--- src/rtl/reel_spinner.sv ---
// -----------------------------------------------------------------------------
// reel_spinner
//   Three-reel slot machine controller. A spin_btn rise starts all three reels
//   spinning. Each tick_in rise advances every spinning reel by one symbol.
//   The reels stop one at a time, reel0 first. A reel stops on a stop_btn rise,
//   or when AUTO_STOP_TICKS tick rises have passed in the current spin state.
//   done pulses for one cycle when the last reel stops.
//
// Parameters
//   NUM_SYMBOLS      symbols per reel (2..16)
//   AUTO_STOP_TICKS  tick rises before the next reel stops by itself (1..255)
//
// Configuration macro
//   WIN_CHECK_EN     when defined, win is scored on entry to DONE. When it is
//                    not defined, win is tied to 0.
//
// Ports
//   clk              system clock, the only clock
//   reset            asynchronous, active-high reset
//   tick_in          divided square wave; sampled as data
//   spin_btn         spin request (level, synchronous)
//   stop_btn         stop-next-reel request (level, synchronous)
//   reel0..reel2     current symbol index of each reel
//   busy             high while any reel is spinning
//   done             one-cycle pulse when the last reel stops
//   win              0 none, 1 pair, 2 triple
// -----------------------------------------------------------------------------
module reel_spinner #(
  parameter int NUM_SYMBOLS     = 10,
  parameter int AUTO_STOP_TICKS = 16
) (
  input  logic       clk,
  input  logic       reset,
  input  logic       tick_in,
  input  logic       spin_btn,
  input  logic       stop_btn,
  output logic [3:0] reel0,
  output logic [3:0] reel1,
  output logic [3:0] reel2,
  output logic       busy,
  output logic       done,
  output logic [1:0] win
);

  typedef enum logic [2:0] {
    ST_IDLE  = 3'd0,
    ST_SPIN3 = 3'd1,
    ST_SPIN2 = 3'd2,
    ST_SPIN1 = 3'd3,
    ST_DONE  = 3'd4
  } state_t;

  localparam logic [3:0] LAST_SYM   = 4'(NUM_SYMBOLS - 1);
  localparam logic [7:0] AUTO_LIMIT = 8'(AUTO_STOP_TICKS);

  state_t     r_state;
  state_t     w_next;
  logic       r_tick_q;
  logic       r_spin_q;
  logic       r_stop_q;
  logic       r_spin_arm;
  logic [7:0] r_auto_cnt;
  logic [3:0] r_reel0;
  logic [3:0] r_reel1;
  logic [3:0] r_reel2;
  logic       r_busy;
  logic       r_done;

  logic       w_tick_rise;
  logic       w_spin_rise;
  logic       w_stop_rise;
  logic       w_stop_evt;
  logic       w_in_spin;
  logic       w_next_spin;
  logic       w_enter_spin;
  logic       w_adv0;
  logic       w_adv1;
  logic       w_adv2;

  // Next symbol index, wrapping from the last symbol back to 0.
  function automatic logic [3:0] f_next_sym(input logic [3:0] sym);
    if (sym == LAST_SYM) begin
      return 4'd0;
    end else begin
      return sym + 4'd1;
    end
  endfunction

  // r_spin_arm stays low for the first cycle after reset. This drops a
  // spin_btn that was already high when reset was released. A held button
  // has to fall and rise again before it starts a spin.
  assign w_tick_rise = tick_in  & ~r_tick_q;
  assign w_spin_rise = spin_btn & ~r_spin_q & r_spin_arm;
  assign w_stop_rise = stop_btn & ~r_stop_q;

  // The auto-stop compares the count already registered. So the reel that
  // stops keeps the advance from the tick that brought the count to the limit.
  // A button stop and an auto stop in the same cycle merge into one stop.
  assign w_stop_evt  = w_stop_rise | (r_auto_cnt == AUTO_LIMIT);

  assign w_in_spin    = (r_state == ST_SPIN3) | (r_state == ST_SPIN2) | (r_state == ST_SPIN1);
  assign w_next_spin  = (w_next == ST_SPIN3) | (w_next == ST_SPIN2) | (w_next == ST_SPIN1);
  assign w_enter_spin = w_next_spin & (w_next != r_state);

  // Next-state decode of the reel sequencer.
  always_comb begin
    w_next = r_state;
    case (r_state)
      ST_IDLE: begin
        if (w_spin_rise) begin
          w_next = ST_SPIN3;
        end else begin
          w_next = ST_IDLE;
        end
      end
      ST_SPIN3: begin
        if (w_stop_evt) begin
          w_next = ST_SPIN2;
        end else begin
          w_next = ST_SPIN3;
        end
      end
      ST_SPIN2: begin
        if (w_stop_evt) begin
          w_next = ST_SPIN1;
        end else begin
          w_next = ST_SPIN2;
        end
      end
      ST_SPIN1: begin
        if (w_stop_evt) begin
          w_next = ST_DONE;
        end else begin
          w_next = ST_SPIN1;
        end
      end
      ST_DONE: w_next = ST_IDLE;
      default: w_next = ST_IDLE;
    endcase
  end

  // Per-reel advance enables. A reel that is stopping in this cycle does not
  // take the tick rise of the same cycle.
  always_comb begin
    w_adv0 = 1'b0;
    w_adv1 = 1'b0;
    w_adv2 = 1'b0;
    case (r_state)
      ST_SPIN3: begin
        w_adv0 = w_tick_rise & ~w_stop_evt;
        w_adv1 = w_tick_rise;
        w_adv2 = w_tick_rise;
      end
      ST_SPIN2: begin
        w_adv1 = w_tick_rise & ~w_stop_evt;
        w_adv2 = w_tick_rise;
      end
      ST_SPIN1: begin
        w_adv2 = w_tick_rise & ~w_stop_evt;
      end
      default: begin
        w_adv0 = 1'b0;
        w_adv1 = 1'b0;
        w_adv2 = 1'b0;
      end
    endcase
  end

  // Sequencer state register.
  always_ff @(posedge clk or posedge reset) begin
    if (reset) begin
      r_state <= ST_IDLE;
    end else begin
      r_state <= w_next;
    end
  end

  // Input edge-detect registers and the spin-button arm flag.
  always_ff @(posedge clk or posedge reset) begin
    if (reset) begin
      r_tick_q   <= 1'b0;
      r_spin_q   <= 1'b0;
      r_stop_q   <= 1'b0;
      r_spin_arm <= 1'b0;
    end else begin
      r_tick_q   <= tick_in;
      r_spin_q   <= spin_btn;
      r_stop_q   <= stop_btn;
      r_spin_arm <= 1'b1;
    end
  end

  // Auto-stop tick counter. It restarts on entry to each spin state.
  always_ff @(posedge clk or posedge reset) begin
    if (reset) begin
      r_auto_cnt <= 8'd0;
    end else if (w_enter_spin) begin
      r_auto_cnt <= 8'd0;
    end else if (w_in_spin && w_tick_rise) begin
      r_auto_cnt <= r_auto_cnt + 8'd1;
    end else begin
      r_auto_cnt <= r_auto_cnt;
    end
  end

  // Reel position registers.
  always_ff @(posedge clk or posedge reset) begin
    if (reset) begin
      r_reel0 <= 4'd0;
      r_reel1 <= 4'd0;
      r_reel2 <= 4'd0;
    end else begin
      if (w_adv0) begin
        r_reel0 <= f_next_sym(r_reel0);
      end else begin
        r_reel0 <= r_reel0;
      end
      if (w_adv1) begin
        r_reel1 <= f_next_sym(r_reel1);
      end else begin
        r_reel1 <= r_reel1;
      end
      if (w_adv2) begin
        r_reel2 <= f_next_sym(r_reel2);
      end else begin
        r_reel2 <= r_reel2;
      end
    end
  end

  // busy and done are registered from the next state, so each one lines up
  // with the state it decodes.
  always_ff @(posedge clk or posedge reset) begin
    if (reset) begin
      r_busy <= 1'b0;
      r_done <= 1'b0;
    end else begin
      r_busy <= w_next_spin;
      r_done <= (w_next == ST_DONE);
    end
  end

  assign reel0 = r_reel0;
  assign reel1 = r_reel1;
  assign reel2 = r_reel2;
  assign busy  = r_busy;
  assign done  = r_done;

`ifdef WIN_CHECK_EN
  logic [1:0] r_win;

  // Scores the three final reel positions: 2 triple, 1 pair, 0 none.
  function automatic logic [1:0] f_score(input logic [3:0] a, input logic [3:0] b,
                                         input logic [3:0] c);
    if ((a == b) && (b == c)) begin
      return 2'd2;
    end else if ((a == b) || (a == c) || (b == c)) begin
      return 2'd1;
    end else begin
      return 2'd0;
    end
  endfunction

  // win clears at spin start and is scored on entry to DONE. The last reel is
  // held on its stopping edge, so the current reel values are the final ones.
  always_ff @(posedge clk or posedge reset) begin
    if (reset) begin
      r_win <= 2'd0;
    end else if ((r_state == ST_IDLE) && (w_next == ST_SPIN3)) begin
      r_win <= 2'd0;
    end else if ((w_next == ST_DONE) && (r_state != ST_DONE)) begin
      r_win <= f_score(r_reel0, r_reel1, r_reel2);
    end else begin
      r_win <= r_win;
    end
  end

  assign win = r_win;
`else
  assign win = 2'b00;
`endif

endmodule
--- config.mk ---
export PLATFORM = sky130hd
export DESIGN_NAME = reel_spinner
export DESIGN_NICKNAME = d
export VERILOG_FILES = /design/src/rtl/reel_spinner.sv
export SDC_FILE = /design/constraint.sdc
export NUM_CORES = 1
export LEC_CHECK = 0
export BUFFER_PORTS_ARGS = -buffer_cell sky130_fd_sc_hd__buf_4
export CAP_MARGIN = 10
export CORE_MARGIN = 4
export CORE_UTILIZATION = 60
export DETAILED_ROUTE_END_ITERATION = 10
export PLACE_DENSITY = 0.82
export SKIP_CTS_REPAIR_TIMING = 1
export SYNTH_ARGS = -nofsm -noshare
export SYNTH_HDL_FRONTEND = slang
export SYNTH_SLANG_ARGS = --single-unit
--- constraint.sdc ---
create_clock -name clk -period 4.81 [get_ports clk]
set_clock_uncertainty 0.2 [all_clocks]
set_input_delay 1.2025 -clock clk [delete_from_list [all_inputs] [get_ports clk]]
set_output_delay 1.2025 -clock clk [all_outputs]
set_load 0.02 [all_outputs]
After elaboration in Yosys (flattened, before gate mapping)
Index checks and enable logic that the tools add are counted.
Operators by class
  add/sub/neg operators: 4
  eq/ne operators: 12
  muxes and demuxes: 13
  bitwise logic cells: 15
  reduce and logical (&&, ||, !) cells: 4
Operators with widths (count)
  two-way mux 8 bit: 2
  adder 4 x 1 -> 4 bit (second input constant): 3
  == test 3 x 2 -> 1 bit (second input constant): 4
  == test 4 bit (second input constant): 3
  two-way mux 4 bit: 3
  case mux 3 bit (4 select lines): 1
  adder 8 x 1 -> 8 bit (second input constant): 1
  == test 8 x 5 -> 1 bit (second input constant): 1
  AND 1 bit: 6
  == test 3 x 1 -> 1 bit (second input constant): 2
  OR 1 bit: 5
  NOT 1 bit: 4
  case mux 1 bit (2 select lines): 2
  == test 3 bit (second input constant): 1
  logical NOT 3 bit: 1
  two-way mux 1 bit: 3
  two-way mux 3 bit: 1
  != test 3 bit: 1
  two-way mux 2 bit: 1
  nonzero test 2 bit: 1
  OR reduction 2 bit: 1
  logical AND 1 bit: 1
Storage, ports and cells
  register bits: 29
  input port bits: 5
  output and inout bits: 16
  word-level logic and storage cells: 59

Depth between registers and ports, before layout
Gate-level depths: netlist of run 1.
  depth after elaboration: 10
  depth in mapped cells: 7
  depth with buffers taken out: 7

Worst setup path after synthesis of run 1
Ideal clock, no wire load.
  path kind: input-to-reg
  start: input port tick_in
  end: register r_reel0[3], in the netlist reel0[3]
  library setup time: 0.126 ns
  data arrival time: 2.317 ns
  data required time: 4.484 ns
  path slack: 2.167 ns
  cell stages on the path: 5
  path buffers: 0
  cell sequence: or3b_4 > nor2_4 > and3_4 > o21ai_1 > a221o_1
On the way
  cells in the longest elaborated chain, start to end: 3
Ends and longest elaborated chain
  from (decl): RTL line 34  | input logic tick_in,
  AND 1 bit: RTL line 92  | assign w_tick_rise = tick_in & ~r_tick_q;
  AND 1 bit: RTL line 150  | w_adv0 = w_tick_rise & ~w_stop_evt;
  two-way mux 1 bit: RTL line 148  | case (r_state)
  to (signal assigned): RTL line 214  | r_reel0 <= f_next_sym(r_reel0);
  to (signal assigned): RTL line 216  | r_reel0 <= r_reel0;
  to (decl): RTL line 63  | logic [3:0] r_reel0;
Every way passes these cells.
A chain may end at the register's enable or synchronous reset.

Final worst setup path of run 1
Ends and elaborated chain as after synthesis.

==> out/metrics.yaml, run 1 <==
cts_buffers: 5
routed_wl_um: 2610
endpoint_kind: "flop"
async_flop_share_pct: 100
clock_path_buffers: 2
tns_ns: 0
final_common_cell: "dfrtp_1"
area_delta_synth_final_pct: 12.9
cp.arrival_ns: 2.48
die_w_um: 57.3
grt_antenna_before_repair: 0
ioPinCount: 21
ctsRootBufferMaster: "clkbuf_4"
fin_crit_ns: 2.46
netlist_instances: 140
hold_viol_final: 0
rsz0062_at_grt: "no"
cts.sink_count: 29
grt.total_usage_pct: 18.4
cp_slowest_stage_delay_ns: 0.43
power_density_mw_per_mm2: 558
n_antenna_cell: 0
drc: 0
ir_drop_v: 0.000467
vias_per_cell: 5.57
core-area_mm2: 0.00225
drive_gt1_share_pct: 19.1
nets: 168
fp.dieArea_mm2: 0.00329
ant_nets: 0
startpoint_type: "input port"
final_cells: 190
overflow: 0
syn_area_per_cell_um2: 10.4
placed_area_mm2: 0.00160
total_leakage_power_nw: 0.770
first_global_vias: 1055
dp.cells: 182
max_freq_ghz: 0.407
die_h_um: 57.3
drtIter0Drc: 16
synth_cell_types: 39
clk_latency_ns: 0.33
path_max_fanout: 4
routedWlPerCell_um: 13.7
drv_cap: 0
htree_levels: 2
io_buffers: 18
required_ns: 4.83
design_area_mm2: 0.00165
ys_seq_area_share_pct: 49.7
slowest_stage: "or3b_4"
rows: 17
dr.pass1.iters: 4
period_share_pct: 51.1
maxSlewViolCount: 0
hold_path.class: "reg2reg"
vias: 1058
tightest_slew_ns: 1.05
start_util_pct: 64.8
synth_seq_cells: 29
final_cell_mix: "29 x dfrtp_1, 18 x buf_4, 16 x nand2_1"
clk_pin_slew_ns: 0.09
synth_edf_count: 0
worstSetupPathType: "in2reg"
max-slew-margin-rel_pct: 29.7
yosysWarningCount: 0
synth_ff_type: "dfrtp_1"
cts_tree: "yes"
setup_violations: 0
path_cells: "buf_4, or3b_4, nor2_4, and3_4, o21ai_1, a221o_1"
dp_hpwl_um: 1880
grt_max_degree: 30
status: "completed"
netlist_area_mm2: 0.00146
gp_congestion: 0.798
grt_pass1_wl_um: 4510
## synthesized netlist by cell type, types with 3 or more instances
| master | number | area (um2) |
|---|---|---|
| dfrtp_1 | 29 | 726 |
| nand2_1 | 16 | 60.1 |
| nor2_1 | 11 | 41.3 |
| nor2b_1 | 7 | 43.8 |
| xor2_1 | 7 | 61.3 |
| xnor2_1 | 6 | 52.6 |
| a21oi_1 | 5 | 25.0 |
| inv_1 | 4 | 15.0 |
| nand4_1 | 4 | 25.0 |
| nor3_1 | 4 | 20.0 |
| o21ai_0 | 4 | 20.0 |
| a21o_1 | 3 | 22.5 |
| o21ai_1 | 3 | 15.0 |
## layer usage
layer / track usage [%] / part of all wire [%] / vias to the layer above / wire (um)
li1: - / - / 511 / -
met1: 22.1 / 45 / 509 / 1180
met2: 29.4 / 46 / 28 / 1210
met3: 4.75 / 5.4 / 10 / 140
met4: 11.9 / 3.1 / 0 / 81
met5: 0 / 0 / - / 0
## worst max-delay path, delay by kind of cell
kind	cells	cell delay [ns]
compound gates	2	0.42
buf+inv	1	0.09
simple gates	3	0.77
## cells by family (layout without fill, tap and decap cells)
kind of cell,count (synthesis),after routing,synth area share (%)
and+or+nand+nor,62,62,25.4
DFF,29,29,49.7
AOI/OAI and AO/OA,21,21,10.0
xor gates and xnor gates,13,13,7.80
buffers and inverters,9,30,3.34
adders and majority gates,2,2,1.71
other,2,3,0.514
muxes,2,2,1.46
## path summary, 6_finish.rpt
path | depth (start not counted) | from | endpoint | slack, ns
min in group asynchronous | 2 | reset | reel1[0]$_DFFE_PP0P_ | 0.93
setup reg to reg | 7 | r_auto_cnt[0]$_DFFE_PP0P_ | reel0[3]$_DFFE_PP0P_ | 2.57
max in group asynchronous | 2 | reset | reel2[3]$_DFFE_PP0P_ | 2.84
hold / removal | 1 | reel0[0]$_DFFE_PP0P_ | reel0[0]$_DFFE_PP0P_ | 0.29
hold reg to reg | 1 | reel0[0]$_DFFE_PP0P_ | reel0[0]$_DFFE_PP0P_ | 0.29
setup / recovery | 6 | tick_in | reel0[3]$_DFFE_PP0P_ | 2.35
## power by group
group          total, W  switching, W  internal, W
registers      0.000412     0.0000966     0.000315
logic          0.000369      0.000204     0.000165
clock network  0.000139     0.0000812    0.0000581
total          0.000920      0.000382     0.000538
## metrics by stage
step	power, W	setup slack, ns	utilization, %	hold slack [ns]
4_1_cts	0.000927	2.36	73.1	0.302
3_3_place_gp	0.000763	2.04	71.0	0.289
5_1_grt	0.000984	2.34	73.1	0.347
6_report	0.000920	2.35	73.1	0.295
2_1_floorplan	0.000652	2.17	-	0.320
3_5_place_dp	0.000783	2.00	71.0	0.286
## area by class of cell
type | count | area [um2]
fill | 164 | 606
sequential | 29 | 726
multi-input combinational | 103 | 689
clock buffer | 8 | 48.8
timing repair buffer | 18 | 135
tap | 28 | 35.0
inverter | 4 | 15.0
## sequential cells by signal, indices dropped and copies added, names as in the netlist
name and cells:
r_state 3, done 1, reel0 4, r_stop_q 1, r_spin_arm 1, r_spin_q 1, reel2 4, r_tick_q 1
busy 1, r_auto_cnt 8, reel1 4
No activity file was read; power rests on OpenSTA's default activity.
==> inputs of run 2 (changes only) <==
Settings changed: CORE_UTILIZATION 60 to 50, PLACE_DENSITY 0.82 to 0.73.
Clock period 4.81 ns to 2.09 ns, I/O delays scaled along.
==> out/metrics.yaml, run 2 (same netlist as run 1, synthesis figures left out) <==
status: "completed"  # unchanged
dp.cells: 193  # was 182
grt_pass1_wl_um: 4560  # was 4510 um
cts_buffers: 5  # unchanged
hold_viol_final: 0  # unchanged
drv_cap: 0  # unchanged
grt_antenna_before_repair: 0  # unchanged
core-area_mm2: 0.00278  # was 0.00225 mm2
use_met1_pct: 19.3  # was 22.1%
largest_reg_flops: 8  # unchanged
die_h_um: 62.0  # was 57.3 um
first_global_vias: 1086  # was 1,055
rsz0062_at_grt: "no"  # unchanged
required_ns: 2.09  # was 4.83 ns
power_density_mw_per_mm2: 1270  # was 558 mW/mm2
period_share_pct: 92.5
worstSetupPathType: "reg2reg"  # was in2reg
cts.sink_count: 29  # unchanged
startpoint_type: "flop"  # was input port
ioPinCount: 21  # unchanged
final_cell_mix: "29 x dfrtp_1, 26 x buf_4, 16 x nand2_1"  # was 29 x dfrtp_1, 18 x buf_4, 16 x nand2_1
cp.arrival_ns: 1.94  # was 2.48 ns
drtIter0Drc: 32  # was 16
routed_wl_um: 2710  # was 2610 um
clk_pin_slew_ns: 0.09  # about the same
fp.dieArea_mm2: 0.00385  # was 0.00329 mm2
start_util_pct: 52.5  # was 64.8%
tns_ns: 0  # unchanged
endpoint_kind: "flop"  # unchanged
vias_per_cell: 5.35  # was 5.57
io_buffers: 18  # unchanged
grt_use_met3_pct: 5.99  # was 4.75%
dp_hpwl_um: 2040  # was 1880 um
grt.total_usage_pct: 16.6  # was 18.4%
vias: 1069  # was 1,058
maxSlewViolCount: 0  # unchanged
routedWlPerCell_um: 13.6  # was 13.7 um
rows: 19  # was 17
dr.pass1.iters: 4  # unchanged
drc: 0  # unchanged
gp_congestion: 0.798  # about the same
setup_violations: 0  # unchanged
use_met2_pct: 26.8  # was 29.4%
fin_crit_ns: 1.93
overflow: 0  # unchanged
htree_levels: 2  # unchanged
n_antenna_cell: 0  # unchanged
total_leakage_power_nw: 0.818  # was 0.770 nW
nets: 176  # was 168
path_max_fanout: 8  # was 4
drive_gt1_share_pct: 24.3  # was 19.1%
die_w_um: 62.0  # was 57.3 um
final_cells: 200  # was 190
ant_nets: 0  # unchanged
busiest_layer: "met2"  # unchanged
final_common_cell: "dfrtp_1"  # unchanged
ctsRootBufferMaster: "clkbuf_4"  # unchanged
max_freq_ghz: 0.517
grt_max_degree: 30  # unchanged
placed_area_mm2: 0.00166  # was 0.00160 mm2
hold_path.class: "in2async"  # was reg2reg
clock_path_buffers: 2  # unchanged
design_area_mm2: 0.00172  # was 0.00165 mm2
clk_latency_ns: 0.32  # was 0.33 ns
area_delta_synth_final_pct: 18.1  # was 12.9%
cts_tree: "yes"  # unchanged
ir_drop_v: 0.000807  # was 0.000467 V
largest_register: "r_auto_cnt"  # unchanged
-- run 2: cell types whose count changed in the layout (fill, tap and decap cells not counted) --
cell | before | now
buf_4 | 18 | 26
clkbuf_1 | 3 | 1
clkbuf_8 | 0 | 1
nor3b_1 | 2 | 1
nor3b_2 | 0 | 1
-- run 2: metrics by stage --
stage | setup WS [ns] | hold WS, ns | total power (W) | utilization (%)
global placement | 0.0132 | 0.288 | 0.00181 | 59.8
floorplan | 0.0761 | 0.320 | 0.00150 | -
CTS | 0.00917 | 0.0648 | 0.00221 | 61.8
detailed placement | -0.0244 | 0.325 | 0.00186 | 59.8
global route | 0.0191 | 0.0699 | 0.00235 | 62.0
finish | 0.157 | 0.0548 | 0.00219 | 62.0
-- run 2: final cells by class --
| type | count | area (um2) |
|---|---|---|
| fillers | 233 | 1060 |
| flip-flops and latches | 29 | 726 |
| multi-input cells | 103 | 694 |
| repair buffers | 26 | 195 |
| clock buffers | 7 | 55.1 |
| well taps | 31 | 38.8 |
| inverters | 4 | 15.0 |
-- run 2: report_power, final --
part           total (W)  internal (W)  switching (W)  leakage [nW]
registers       0.000934      0.000726       0.000209         0.361
clock network   0.000343      0.000158       0.000185        0.0314
logic           0.000909      0.000423       0.000486         0.425
total            0.00219       0.00131       0.000879         0.818
-- run 2: final timing paths --
kind                                             endpoint                 startpoint  slack (ns)  depth (start not counted)
worst max-delay path            r_auto_cnt[0]$_DFFE_PP0P_  r_auto_cnt[0]$_DFFE_PP0P_        0.16                          7
worst min-delay path                 reel2[3]$_DFFE_PP0P_                      reset        0.05                          3
worst max register to register  r_auto_cnt[0]$_DFFE_PP0P_  r_auto_cnt[0]$_DFFE_PP0P_        0.16                          7
worst min register to register       reel1[0]$_DFFE_PP0P_       reel1[0]$_DFFE_PP0P_        0.34                          1
max in group asynchronous              r_stop_q$_DFF_PP0_                      reset        1.36                          3
min in group clk                       r_stop_q$_DFF_PP0_                   stop_btn        0.11                          1
-- run 2: worst max-delay path: stages, from the launching register on --
cell and delay [ns]:
dfrtp_1 0.39, inv_1 0.06, ha_1 0.13, nor3b_2 0.26, a21oi_2 0.12, or3_1 0.38
o21ai_2 0.16, nor2_1 0.10
-- run 2: layer usage --
metal / wire length [um] / up-vias
met4: 48 / 0
met5: 0 / -
met2: 1410 / 20
met3: 138 / 7
li1: - / 528
met1: 1110 / 514
==> inputs of run 3 (changes only) <==
Settings changed: PLACE_DENSITY 0.73 to 0.74.
==> out/metrics.yaml, run 3 (same netlist as run 1, synthesis figures left out) <==
path_cells: "inv_1, ha_1, nor3b_2, a21oi_2, or3_1, o21ai_2, nor2_1"  # unchanged
grt_max_degree: 30  # unchanged
status: "completed"  # unchanged
fin_crit_ns: 1.94  # was 1.93 ns
slowest_stage: "dfrtp_1"  # unchanged
power_density_mw_per_mm2: 1280  # was 1270 mW/mm2
rows: 19  # unchanged
setup_violations: 0  # unchanged
nets: 176  # unchanged
grt_pass1_wl_um: 4530  # was 4560 um
switching_power_w: 0.000882  # was 0.000879 W
area_delta_synth_final_pct: 19.1  # was 18.1%
cts_tree: "yes"  # unchanged
largest_register: "r_auto_cnt"  # unchanged
r2r_cells: 7  # unchanged
drive_gt1_share_pct: 25.3  # was 24.3%
clkPwrFrac_pct: 17.4  # was 15.7%
overflow: 0  # unchanged
rsz0062_at_grt: "no"  # unchanged
ioPinCount: 21  # unchanged
combPwrFrac_pct: 40.5  # was 41.6%
power_w: 0.00222  # was 0.00219 W
final_cell_mix: "29 x dfrtp_1, 26 x buf_4, 16 x nand2_1"  # unchanged
p_sw_share_pct: 39.7  # was 40.2%
cts_buffers: 5  # unchanged
grt_antenna_before_repair: 0  # unchanged
hold_viol_final: 0  # unchanged
ant_nets: 0  # unchanged
vias_per_cell: 5.40  # was 5.35
largest_reg_flops: 8  # unchanged
n_antenna_cell: 0  # unchanged
cts.sink_count: 29  # unchanged
start_util_pct: 52.5  # unchanged
pwr-share-seq_pct: 42.1  # was 42.7%
ir_drop_v: 0.000868  # was 0.000807 V
vias: 1085  # was 1,069
intPower_w: 0.00134  # was 0.00131 W
core-area_mm2: 0.00278  # unchanged
grt.total_usage_pct: 17.0  # was 16.6%
routedWlPerCell_um: 13.3  # was 13.6 um
hold_path.class: "in2async"  # unchanged
dr.pass1.iters: 4  # unchanged
routed_wl_um: 2680  # was 2710 um
htree_levels: 2  # unchanged
cp.arrival_ns: 1.94  # about the same
drtIter0Drc: 93  # was 32
startpoint_type: "flop"  # unchanged
maxSlewViolCount: 0  # unchanged
fin_ws_ns: 0.149  # was 0.157 ns
die_h_um: 62.0  # unchanged
final_common_cell: "dfrtp_1"  # unchanged
clock_path_buffers: 2  # unchanged
drc: 0  # unchanged
worstSetupPathType: "reg2reg"  # unchanged
ctsRootBufferMaster: "clkbuf_4"  # unchanged
die_w_um: 62.0  # unchanged
pre_cts_ws_ns: -0.0247  # was -0.0244 ns
total_leakage_power_nw: 0.828  # was 0.818 nW
endpoint_kind: "flop"  # unchanged
io_buffers: 18  # unchanged
path_max_fanout: 8  # unchanged
first_global_vias: 1045  # was 1,086
required_ns: 2.09  # about the same
max_freq_ghz: 0.515  # was 0.517 GHz
gp_congestion: 0.788  # was 0.798
fp.dieArea_mm2: 0.00385  # unchanged
dp_hpwl_um: 2000  # was 2040 um
drv_cap: 0  # unchanged
tns_ns: 0  # unchanged
cp_slowest_stage_delay_ns: 0.39  # about the same
clk_latency_ns: 0.33  # was 0.32 ns
clk_pin_slew_ns: 0.09  # about the same
period_share_pct: 92.9  # was 92.5%
[run 3: power by group through the flow]
stage,clock network [W],registers (W),logic (W)
after global placement,0,0.000928,0.000885
after CTS,0.000403,0.000936,0.000910
after global routing,0.000434,0.000972,0.000992
after floorplan,0,0.00103,0.000473
after detailed placement,0,0.000945,0.000907
final,0.000387,0.000936,0.000902
[run 3: final cells by class]
class,instances,area (um2)
Clock inverter,1,5.00
Tap cell,31,38.8
Inverter,4,15.0
Clock buffer,7,65.1
Fill cell,244,1040
Multi-Input combinational cell,103,694
Sequential cell,29,726
Timing Repair Buffer,26,195
[run 3: routing by layer]
metal	vias to the layer above	track usage, %	share of wire, %
met1	528	20.3	44
met3	6	7.02	6.1
met2	22	25.4	48
met4	0	10.0	1.5
li1	529	-	-
met5	-	0	0
[run 3: worst paths after layout]
kind                                            from  slack [ns]                         to
setup / recovery           r_auto_cnt[0]$_DFFE_PP0P_        0.15  r_auto_cnt[4]$_DFFE_PP0P_
hold / removal                                 reset        0.06             busy$_DFF_PP0_
setup reg to reg           r_auto_cnt[0]$_DFFE_PP0P_        0.15  r_auto_cnt[4]$_DFFE_PP0P_
hold reg to reg                 reel1[0]$_DFFE_PP0P_        0.32       reel1[0]$_DFFE_PP0P_
max in group asynchronous                      reset        1.37         r_tick_q$_DFF_PP0_
min in group clk                            stop_btn        0.10         r_stop_q$_DFF_PP0_
[run 3: critical path, delay by kind of cell (launching register included)]
kind                       cells  cell delay (ns)
adders and majority gates      1             0.13
AOI/OAI and AO/OA              2             0.29
and+or+nand+nor                3             0.76
DFF                            1             0.39
buffers and inverters          1             0.06
[run 3: stage by stage]
| stage | hold slack [ns] | util (%) | std cells | cell area [um2] |
|---|---|---|---|---|
| 2_1_floorplan | 0.320 | - | 141 | 1460 |
| 3_3_place_gp | 0.287 | 59.8 | 193 | 1660 |
| 3_5_place_dp | 0.310 | 59.8 | 193 | 1660 |
| 4_1_cts | 0.0574 | 62.3 | 201 | 1730 |
| 5_1_grt | 0.0707 | 62.5 | 201 | 1740 |
| 6_report | 0.0594 | 62.5 | 201 | 1740 |
